[src/rtl/gate_seq_pkg.sv]
// rtl/gate_seq_pkg.sv - shared types and constants for the gate truth-table sequencer
package gate_seq_pkg;

    typedef enum logic [1:0] {
        IDLE   = 2'd0,
        DRIVE  = 2'd1,
        REPORT = 2'd2,
        DONE   = 2'd3
    } seq_state_t;

    localparam int NUM_COMBOS = 4;
    localparam int GATE_S_W   = 8;
    localparam int SEL_BASE   = 2;

    localparam logic [3:0] TT_AND  = 4'b1000;
    localparam logic [3:0] TT_OR   = 4'b1110;
    localparam logic [3:0] TT_XOR  = 4'b0110;
    localparam logic [3:0] TT_NAND = 4'b0111;

    // One-hot select above the operand bits, operands {s1,s0} = k.
    function automatic logic [GATE_S_W-1:0] drive_pattern(input logic [2:0] idx,
                                                          input logic [1:0] k);
        logic [GATE_S_W-1:0] p;
        p      = GATE_S_W'(1) << (SEL_BASE + int'(idx));
        p[1:0] = k;
        return p;
    endfunction

endpackage

[src/rtl/gate_test_sequencer_if.sv]
// rtl/gate_test_sequencer_if.sv - gate drive and truth-table result bundle
interface gate_test_sequencer_if;
    import gate_seq_pkg::*;

    logic [GATE_S_W-1:0] gate_s;
    logic                gate_y;
    logic                busy;
    logic                result_valid;
    logic [2:0]          result_idx;
    logic [3:0]          result_tt;
    logic                done;

    modport master (
        output gate_s,
        input  gate_y,
        output busy,
        output result_valid,
        output result_idx,
        output result_tt,
        output done
    );

    modport slave (
        input  gate_s,
        output gate_y,
        input  busy,
        input  result_valid,
        input  result_idx,
        input  result_tt,
        input  done
    );

endinterface

[src/rtl/start_sync_edge.sv]
// rtl/start_sync_edge.sv - start synchronizer and rise detect; GATE_SEQ_DEBOUNCE_EN adds a stability filter
module start_sync_edge #(
    parameter int DEBOUNCE_CYCLES = 16
) (
    input  logic clk,
    input  logic rst_n,
    input  logic start,
    output logic rise
);

    logic sync1;
    logic sync2;
    logic prev;
    logic level;

    always_ff @(posedge clk or negedge rst_n) begin
        if (!rst_n) begin
            sync1 <= 1'b0;
            sync2 <= 1'b0;
        end else begin
            sync1 <= start;
            sync2 <= sync1;
        end
    end

`ifdef GATE_SEQ_DEBOUNCE_EN
    localparam int DCNT_W = $clog2(DEBOUNCE_CYCLES + 1);

    logic [DCNT_W-1:0] dcnt;
    logic              filt;

    // Level only flips after DEBOUNCE_CYCLES consecutive disagreeing samples.
    always_ff @(posedge clk or negedge rst_n) begin
        if (!rst_n) begin
            dcnt <= '0;
            filt <= 1'b0;
        end else if (sync2 == filt) begin
            dcnt <= '0;
        end else if (dcnt == DCNT_W'(DEBOUNCE_CYCLES - 1)) begin
            dcnt <= '0;
            filt <= sync2;
        end else begin
            dcnt <= dcnt + 1'b1;
        end
    end

    assign level = filt;
    assign rise  = level & ~prev;
`else
    localparam logic CFG_OK = (DEBOUNCE_CYCLES >= 1);

    assign level = sync2;
    assign rise  = level & ~prev & CFG_OK;
`endif

    always_ff @(posedge clk or negedge rst_n) begin
        if (!rst_n) begin
            prev <= 1'b0;
        end else begin
            prev <= level;
        end
    end

endmodule

[src/rtl/gate_test_sequencer.sv]
// rtl/gate_test_sequencer.sv - truth-table sweep sequencer for the 8-input gate; GATE_SEQ_DEBOUNCE_EN filters start
module gate_test_sequencer
    import gate_seq_pkg::*;
#(
    parameter int NUM_SEL         = 6,
    parameter int DWELL           = 4,
    parameter int DEBOUNCE_CYCLES = 16
) (
    input  logic                  clk,
    input  logic                  rst_n,
    input  logic [GATE_S_W-1:0]   sw,
    input  logic                  start,
    gate_test_sequencer_if.master bus
);

    localparam int              CNT_W    = $clog2(DWELL);
    localparam logic [CNT_W-1:0] CNT_LAST = CNT_W'(DWELL - 1);
    localparam logic [2:0]      IDX_LAST = 3'(NUM_SEL - 1);
    localparam logic [1:0]      K_LAST   = 2'(NUM_COMBOS - 1);

    seq_state_t          state;
    logic [CNT_W-1:0]    cnt;
    logic [1:0]          k;
    logic [2:0]          idx;
    logic [2:0]          tt;
    logic                rise;

    logic [GATE_S_W-1:0] gate_s_q;
    logic                busy_q;
    logic                result_valid_q;
    logic [2:0]          result_idx_q;
    logic [3:0]          result_tt_q;
    logic                done_q;

    start_sync_edge #(
        .DEBOUNCE_CYCLES(DEBOUNCE_CYCLES)
    ) u_start (
        .clk   (clk),
        .rst_n (rst_n),
        .start (start),
        .rise  (rise)
    );

    always_ff @(posedge clk or negedge rst_n) begin
        if (!rst_n) begin
            state          <= IDLE;
            cnt            <= '0;
            k              <= '0;
            idx            <= '0;
            tt             <= '0;
            gate_s_q       <= '0;
            busy_q         <= 1'b0;
            result_valid_q <= 1'b0;
            result_idx_q   <= '0;
            result_tt_q    <= '0;
            done_q         <= 1'b0;
        end else begin
            result_valid_q <= 1'b0;
            done_q         <= 1'b0;
            case (state)
                IDLE: begin
                    gate_s_q <= sw;
                    if (rise) begin
                        state    <= DRIVE;
                        busy_q   <= 1'b1;
                        idx      <= '0;
                        k        <= '0;
                        cnt      <= '0;
                        gate_s_q <= drive_pattern(3'd0, 2'd0);
                    end
                end
                DRIVE: begin
                    if (cnt == CNT_LAST) begin
                        cnt <= '0;
                        if (k == K_LAST) begin
                            // Last combination's sample goes straight into the report.
                            state          <= REPORT;
                            result_valid_q <= 1'b1;
                            result_idx_q   <= idx;
                            result_tt_q    <= {bus.gate_y, tt};
                        end else begin
                            tt[k]    <= bus.gate_y;
                            k        <= k + 2'd1;
                            gate_s_q <= drive_pattern(idx, k + 2'd1);
                        end
                    end else begin
                        cnt <= cnt + 1'b1;
                    end
                end
                REPORT: begin
                    if (idx == IDX_LAST) begin
                        state  <= DONE;
                        done_q <= 1'b1;
                    end else begin
                        state    <= DRIVE;
                        idx      <= idx + 3'd1;
                        k        <= '0;
                        cnt      <= '0;
                        gate_s_q <= drive_pattern(idx + 3'd1, 2'd0);
                    end
                end
                DONE: begin
                    state    <= IDLE;
                    busy_q   <= 1'b0;
                    gate_s_q <= sw;
                end
                default: state <= IDLE;
            endcase
        end
    end

    assign bus.gate_s       = gate_s_q;
    assign bus.busy         = busy_q;
    assign bus.result_valid = result_valid_q;
    assign bus.result_idx   = result_idx_q;
    assign bus.result_tt    = result_tt_q;
    assign bus.done         = done_q;

endmodule

[src/flat_wrapper.sv]
// flat-port wrapper written by rule: the top's interface ports become plain ports
module gate_test_sequencer_flat import gate_seq_pkg::*;
#(
    parameter int NUM_SEL         = 6,
    parameter int DWELL           = 4,
    parameter int DEBOUNCE_CYCLES = 16
)
  (clk, rst_n, sw, start, bus_gate_s, bus_gate_y, bus_busy, bus_result_valid, bus_result_idx, bus_result_tt, bus_done);
  gate_test_sequencer_if bus_i ();
  input  logic clk;
  input  logic rst_n;
  input  logic [GATE_S_W-1:0] sw;
  input  logic start;
  output wire logic [$bits(bus_i.gate_s)-1:0] bus_gate_s;
  input wire logic [$bits(bus_i.gate_y)-1:0] bus_gate_y;
  output wire logic [$bits(bus_i.busy)-1:0] bus_busy;
  output wire logic [$bits(bus_i.result_valid)-1:0] bus_result_valid;
  output wire logic [$bits(bus_i.result_idx)-1:0] bus_result_idx;
  output wire logic [$bits(bus_i.result_tt)-1:0] bus_result_tt;
  output wire logic [$bits(bus_i.done)-1:0] bus_done;
  assign bus_gate_s = bus_i.gate_s;
  assign bus_i.gate_y = bus_gate_y;
  assign bus_busy = bus_i.busy;
  assign bus_result_valid = bus_i.result_valid;
  assign bus_result_idx = bus_i.result_idx;
  assign bus_result_tt = bus_i.result_tt;
  assign bus_done = bus_i.done;
  gate_test_sequencer #(.NUM_SEL(NUM_SEL), .DWELL(DWELL), .DEBOUNCE_CYCLES(DEBOUNCE_CYCLES)) u_core (.clk(clk), .rst_n(rst_n), .sw(sw), .start(start), .bus(bus_i));
endmodule
[config.mk]
export PLATFORM = sky130hd
export DESIGN_NAME = gate_test_sequencer_flat
export DESIGN_NICKNAME = d
export VERILOG_FILES = /design/src/rtl/gate_seq_pkg.sv /design/src/rtl/gate_test_sequencer_if.sv /design/src/rtl/start_sync_edge.sv /design/src/rtl/gate_test_sequencer.sv /design/src/flat_wrapper.sv
export SDC_FILE = /design/constraint.sdc
export NUM_CORES = 1
export LEC_CHECK = 0
export CAP_MARGIN = 20
export CORE_MARGIN = 2
export CORE_UTILIZATION = 30
export CTS_CLUSTER_SIZE = 14
export DETAILED_ROUTE_END_ITERATION = 12
export PLACE_DENSITY_LB_ADDON = 0.05
export REMOVE_ABC_BUFFERS = 1
export SYNTH_ARGS = -nofsm -noshare
export SYNTH_HDL_FRONTEND = slang
export SYNTH_SLANG_ARGS = --single-unit
[constraint.sdc]
create_clock -name clk -period 2.2 [get_ports clk]
set_clock_uncertainty 0.1 [all_clocks]
set_input_delay 0.44 -clock clk [delete_from_list [all_inputs] [get_ports clk]]
set_output_delay 0.44 -clock clk [all_outputs]
set_load 0.02 [all_outputs]
==> impl_summary.log, run 1 <==
[metrics] status: completed
[metrics] first-pass GRT wire length: 6060 microns
[metrics] count of antenna-violating nets left after detailed routing: 0
[metrics] starting density of the core: 0.308
[metrics] WHS Path Cells: 0
[metrics] Crit path max-delay family: adder cells
[metrics] # Post-CTS Setup Buffers: 0
[metrics] fillcell total: 551
[metrics] met3 routed WL: 116 microns
[metrics] areal power density over the cells: 1190 nW/um^2
[metrics] fraction of final layout cells sized beyond drive strength 1: 0.187
[metrics] core area: 5470 sq um
[metrics] Area contributors post-synth: dfrtp_1, ha_1, mux2_2
[metrics] pin count of the biggest net entering global routing: 34
[metrics] count of cell instances traversed by the critical path: 8
[metrics] count of final max-slew check failures: 0
[metrics] post-layout instance area: 2170 sq um
[metrics] total of cells resized after clock tree synthesis: 0
[metrics] average wire per standard cell: 13.7 microns
[metrics] first-pass iteration count of the detailed router: 6
[metrics] Final Critical Period: 2.03 ns
[metrics] Place WS: 0.118 ns
[metrics] FP Rows: 27
[metrics] Worst Hold Margin: 0.252 ns
[metrics] fraction of registers with async set or reset after synthesis: 1.00
[metrics] number of port buffers: 29
[metrics] ratio of final minimum period to clock period: 0.922
[metrics] clock buffer depth: 2
[metrics] Tot Pwr: 2.58 mW
[metrics] Sinks on Clock Net: 33
[metrics] routed via count: 1191
[metrics] kind of capture point of the worst setup path: flop
[metrics] number of enable-type register cells in the synthesized netlist: 0
[metrics] Max-Slew Margin vs Limit: 0.703
[metrics] DIE AREA: 6230 sq um
[metrics] Chip Height: 79.0 microns
[metrics] total track usage: 0.126
[metrics] Syn-to-layout area delta: 29.0%
[metrics] Min-Delay Path Class: flop to flop
[metrics] met2 layer wire length in the routed design: 1660 microns
[metrics] number of hold-slack violations in the final timing report: 0
[metrics] later-pin clock latency in the skew report: 0.29 ns
[metrics] number of cell instances on the worst register-to-register path: 8
[metrics] crit-path cells: ha_1, nand3b_1, o21ai_4, inv_1, ha_4, o2111a_1, a221oi_2, nor2_1
[metrics] CP startpoint kind: flop
[metrics] x dimension of the die: 79.0 microns
[metrics] DP Area: 2050 sq um
[metrics] most repeated cell in the gate-level netlist after synthesis: dfrtp_1
[metrics] list of most frequent post-synthesis cells: dfrtp_1, nand2_1, inv_1, o21ai_0, ha_1
[metrics] via count of the first global-routing pass: 1232
[metrics] Total Wirelength: 3490 microns
[metrics] num ports: 30
[metrics] average size of a mapped cell: 11.6 sq um
[metrics] cell area after synthesis: 1690 sq um
[metrics] PnR worst setup slack: 0.173 ns
[metrics] drt initial violations: 90
[metrics] worst path required time: 2.27 ns
[metrics] stage delay of the slowest cell on the critical path: 0.41 ns
[metrics] count of yosys warnings during synthesis: 0
[metrics] clock buffer count from CTS: 5
[metrics] number of max-capacitance violations reported: 0
[metrics] Synth Instances: 145
[metrics] top fanout value on the critical path: 5
[metrics] critical path type: flop to flop
[metrics] post-detailed-placement half-perimeter wirelength: 2430 microns
[metrics] clock slew at reported path FFs: 0.07 ns
[metrics] CTS Root Buffer Type: clkbuf_8
[metrics] setup repair after global routing missed its margin: no
[metrics] distinct cell type count of the synthesized netlist: 39
[metrics] via-per-instance ratio: 4.69
[metrics] standby leakage power: 0.978 nW
[metrics] number of levels in the clock H-tree: 2
[metrics] count of final setup violators: 0
[metrics] weighted congestion reported at the end of routability-driven placement: 0.757
[metrics] Buf/Inv on CP: 1
[metrics] DRC violations left: 0
[metrics] overflow left after global routing: 0
[metrics] antenna violations before repair: 0
[metrics] sequential-to-total area share from yosys stat: 0.490
[metrics] TritonCTS clock tree: yes
[metrics] Worst Tran Pin Value: 0.444 ns
[metrics] Top FF cell, synth: dfrtp_1
[metrics] peak clock frequency supported by timing: 493 MHz
[metrics] most area-hungry cell type in the Yosys netlist: dfrtp_1
[metrics] hold buffer count at cts: 0
[metrics] top routing layer in use: met4
[metrics] Final Net Count: 202
[metrics] VDD IR max: 0.381 mV
[metrics] share of the synthesized area in the top cell type: 0.490
[metrics] flip-flop and latch count after synthesis: 33
[metrics] slowest cell on the critical path: dfrtp_1
[metrics] met1 wire length: 1640 microns
[metrics] data arrival time at the worst-slack endpoint: 2.10 ns
[metrics] antenna diode count: 0
-- cell usage in the layout, fill, tap and decap left out, drive strengths merged --
cell type and n:
clkdlybuf4s50 29, a2111oi 1, o211ai 1, dfrtp 33, a221oi 1, nand3b 2, a22oi 3, a2bb2oi 1
buf 7, o2111a 1, o21bai 1, nand4b 1, nand2 17, o21a 1, nand2b 1, nor2b 3
and2b 1, o31ai 3, nand3 4, or2 1, a32oi 1, inv 10, xnor2 1, nor3 1
a22o 1, mux2 9, a311oi 1, o21ai 17, o22ai 1, a31oi 1, bufinv 1, a21oi 4
nor2 5, o2bb2ai 1, ha 9, clkbuf 7
-- state kept, by name, indices dropped and copies added (netlist names), 2 cells and up --
name and flops:
u_core.bus.gate_s 8, u_core.tt 3, u_core.bus.result_tt 4, u_core.bus.result_idx 3
u_core.state 2, u_core.cnt 2, u_core.idx 3, u_core.k 2
-- area by class of cell --
class	count	area (sq um)	share of cell area
Tap cell	72	90.1	0.0414
Clock buffer	7	86.3	0.0397
Timing Repair Buffer	36	343	0.158
Inverter	10	37.5	0.0173
Sequential cell	33	826	0.380
Multi-Input combinational cell	95	762	0.350
Clock inverter	1	30.0	0.0138
-- layer usage --
metal,global-route usage,vias to the layer above
li1,-,579
met1,0.161,581
met2,0.203,23
met3,0.0261,8
met4,0.0621,0
met5,0,-
-- final timing paths --
kind                                       from  slack [ns]                    to
max in group asynchronous                 rst_n        1.23         u_core.cnt[1]
min in group asynchronous                 rst_n        0.46  u_core.bus.gate_s[3]
min                        u_core.u_start.sync1        0.25  u_core.u_start.level
max reg2reg                       u_core.idx[0]        0.17  u_core.bus.gate_s[6]
min reg2reg                u_core.u_start.sync1        0.25  u_core.u_start.level
max                               u_core.idx[0]        0.17  u_core.bus.gate_s[6]
-- logic make-up (layout without fill, tap and decap cells) --
| group | after synthesis | in the layout | share of synthesized area |
|---|---|---|---|
| buffers and inverters | 17 | 54 | 0.0653 |
| multiplexers | 9 | 9 | 0.0601 |
| XOR/XNOR | 1 | 1 | 0.00520 |
| AO/OA/AOI/OAI | 40 | 40 | 0.185 |
| adder cells (fa/ha/maj) | 9 | 9 | 0.0668 |
| AND/OR/NAND/NOR | 36 | 36 | 0.128 |
| flip-flops | 33 | 33 | 0.490 |
-- report_power, final --
part | switching (mW) | leakage [nW] | internal (mW)
clock | 0.229 | 0.0585 | 0.369
combinational | 0.567 | 0.503 | 0.511
sequential | 0.108 | 0.417 | 0.794
total | 0.904 | 0.978 | 1.67
-- metrics by stage --
step	setup TNS, ns	util	std cells
after floorplan	-0.0150	-	138
after global placement	0	0.374	246
after detailed placement	0	0.374	246
after CTS	0	0.395	254
after global routing	0	0.397	254
final	0	0.397	254
Power figures use the tool's default switching activity.
==> inputs of run 2 (changes only) <==
--- a/config.mk
+++ b/config.mk
@@ -5,7 +5,6 @@
 export SDC_FILE = /design/constraint.sdc
 export NUM_CORES = 1
 export LEC_CHECK = 0
-export CAP_MARGIN = 20
 export CORE_MARGIN = 2
 export CORE_UTILIZATION = 30
 export CTS_CLUSTER_SIZE = 14
==> results of run 2 <==
Same layout as run 1: the final DEF is identical, and so are final timing and power.
==> inputs of run 3 (changes only) <==
==> constraint.sdc (replaced) <==
create_clock -name clk -period 1.9 [get_ports clk]
set_clock_uncertainty 0.1 [all_clocks]
set_input_delay 0.38 -clock clk [delete_from_list [all_inputs] [get_ports clk]]
set_output_delay 0.38 -clock clk [all_outputs]
set_load 0.02 [all_outputs]
==> impl_summary.log, run 3 (synthesized netlist as in run 1, its figures left out) <==
[metrics] status: completed
[metrics] crit-path cells: ha_4, nand3b_1, o21ai_4, inv_2, ha_4, o2111a_1, a221oi_2, nor2_1
[metrics] Syn-to-layout area delta: 35.6%
[metrics] Worst R2R Start: u_core.idx[0]
[metrics] count of final max-slew check failures: 0 (unchanged)
[metrics] Total Wirelength: 3540 microns (+1.4%)
[metrics] Endpoint, Worst Hold: u_core.u_start.level
[metrics] most common library cell in the layout ignoring fill and taps: dfrtp_1
[metrics] count of final setup violators: 0 (unchanged)
[metrics] ratio of final minimum period to clock period: 0.985 (+0.0640)
[metrics] drt initial violations: 19 (-79%)
[metrics] standby leakage power: 1.03 nW (+5.4%)
[metrics] antenna diode count: 0 (unchanged)
[metrics] Final Critical Period: 1.87 ns (-0.155 ns)
[metrics] hold buffer count at cts: 0 (unchanged)
[metrics] worst path required time: 1.97 ns (-0.30 ns)
[metrics] num ports: 30 (unchanged)
[metrics] kind of capture point of the worst setup path: flop
[metrics] slowest cell on the critical path: dfrtp_1
[metrics] peak clock frequency supported by timing: 534 MHz (+8.3%)
[metrics] count of antenna-violating nets left after detailed routing: 0 (unchanged)
[metrics] overflow left after global routing: 0 (unchanged)
[metrics] HP Start: u_core.u_start.sync1
[metrics] first-pass iteration count of the detailed router: 4 (-2)
[metrics] Final Net Count: 214 (+5.9%)
[metrics] critical register-to-register path endpoint: u_core.bus.gate_s[6]
[metrics] Min-Delay Path Class: flop to flop
[metrics] number of port buffers: 29 (unchanged)
[metrics] Chip Height: 79.0 microns (unchanged)
[metrics] DRC violations left: 0 (unchanged)
[metrics] weighted congestion reported at the end of routability-driven placement: 0.711 (-6.1%)
[metrics] CP startpoint kind: flop
[metrics] Tot Pwr: 2.87 mW (+11%)
[metrics] Buf/Inv on CP: 1 (unchanged)
[metrics] clock buffer count from CTS: 5 (unchanged)
[metrics] average wire per standard cell: 13.3 microns (-3.1%)
[metrics] stage delay of the slowest cell on the critical path: 0.42 ns (about the same)
[metrics] first-pass GRT wire length: 5910 microns (-2.5%)
[metrics] VDD IR max: 0.385 mV (+1.2%)
[metrics] slack of the worst reg-to-reg path: 0.03 ns (-0.15 ns)
[metrics] data arrival time at the worst-slack endpoint: 1.94 ns (-0.16 ns)
[metrics] CTS Root Buffer Type: clkbuf_8
[metrics] pin count of the biggest net entering global routing: 34 (unchanged)
[metrics] clock slew at reported path FFs: 0.07 ns (about the same)
[metrics] final sum of negative setup slack: 0 ns (unchanged)
[metrics] DIE AREA: 6230 sq um (unchanged)
[metrics] post-detailed-placement half-perimeter wirelength: 2600 microns (+7.1%)
[metrics] x dimension of the die: 79.0 microns (unchanged)
[metrics] top fanout value on the critical path: 5 (unchanged)
[metrics] fraction of final layout cells sized beyond drive strength 1: 0.289 (+0.102)
[metrics] fillcell total: 565 (+2.5%)
[metrics] later-pin clock latency in the skew report: 0.28 ns (about the same)
[metrics] footprint of the multi-input gates: 808 sq um (+6.1%)
[metrics] FP Rows: 27 (unchanged)
[metrics] core area: 5470 sq um (unchanged)
[metrics] most common cell type on the critical path: ha_4
[metrics] Crit path max-delay family: adder cells
[metrics] starting density of the core: 0.308 (unchanged)
[metrics] areal power density over the cells: 1260 nW/um^2 (+6.1%)
[metrics] number of levels in the clock H-tree: 2 (unchanged)
[metrics] number of max-capacitance violations reported: 0 (unchanged)
[metrics] TritonCTS clock tree: yes
[metrics] flip-flop count of the largest register, all copies and words added: 8 (unchanged)
[metrics] routed via count: 1201 (+0.84%)
[metrics] Sinks on Clock Net: 33 (unchanged)
[metrics] via-per-instance ratio: 4.52 (-3.7%)
[metrics] total track usage: 0.125 (-0.00124)
[metrics] Max-Slew Margin vs Limit: 0.720 (+0.0176)
[metrics] clock buffer depth: 2 (unchanged)
[metrics] antenna violations before repair: 0 (unchanged)
[metrics] Worst Tran Pin Value: 0.420 ns (-0.0247 ns)
[metrics] number of hold-slack violations in the final timing report: 0 (unchanged)
[metrics] sequential cell area in the final layout: 826 sq um (unchanged)
[metrics] via count of the first global-routing pass: 1247 (+1.2%)
[metrics] number of cell instances on the worst register-to-register path: 8 (unchanged)
[metrics] critical path type: flop to flop
[metrics] WHS Path Cells: 0 (unchanged)
[metrics] setup repair after global routing missed its margin: yes
[metrics] top library cells by usage in the layout, fill and taps aside: dfrtp_1, clkdlybuf4s50_1, buf_4
-- run 3: routing by layer --
metal / up-vias / part of all wire / global-route usage
li1: 601 / - / -
met1: 577 / 0.46 / 0.157
met2: 21 / 0.49 / 0.198
met3: 2 / 0.036 / 0.0432
met4: 0 / 0.0059 / 0.0466
met5: - / 0 / 0
-- run 3: layout make-up --
cell class | instances | area share
Sequential cell | 33 | 0.361
Clock inverter | 3 | 0.00767
Tap cell | 72 | 0.0394
Clock buffer | 5 | 0.0301
Inverter | 10 | 0.0164
Multi-Input combinational cell | 95 | 0.354
Timing Repair Buffer | 48 | 0.191
-- run 3: timing repair --
action / CTS / global route
setup endpoints to repair: 5 / 5
setup buffers: 0 / 2
gates resized for setup: 3 / 10
pin swaps: 0 / 8
gates cloned: 0 / 0
-- run 3: worst max path at each step --
stage | start | end | depth (start not counted)
2_1_floorplan | u_core.state[1] | u_core.bus.gate_s[6] | 7
3_3_place_gp | u_core.idx[1] | u_core.bus.gate_s[6] | 9
3_5_place_dp | u_core.idx[1] | u_core.bus.gate_s[6] | 9
4_1_cts | u_core.idx[1] | u_core.bus.gate_s[6] | 9
5_1_grt | u_core.idx[0] | u_core.bus.gate_s[4] | 8
6_report | u_core.idx[0] | u_core.bus.gate_s[6] | 8
-- run 3: power breakdown --
group / leakage, nW / internal [mW] / switching, mW / total (mW)
logic: 0.570 / 0.645 / 0.673 / 1.32
registers: 0.417 / 0.920 / 0.124 / 1.04
clock network: 0.0439 / 0.252 / 0.260 / 0.512
total: 1.03 / 1.82 / 1.06 / 2.87
-- run 3: metrics by stage --
stage          utilization  hold slack, ns  instance area (sq um)  worst slack (ns)  std cells
2_1_floorplan            -         -0.0156                   1610            -0.315        138
3_3_place_gp         0.388           0.234                   2120           -0.0497        256
3_5_place_dp         0.388           0.242                   2120           -0.0801        256
4_1_cts              0.407           0.259                   2230            0.0183        264
5_1_grt              0.417           0.277                   2280           -0.0536        266
6_report             0.417           0.254                   2280            0.0276        266
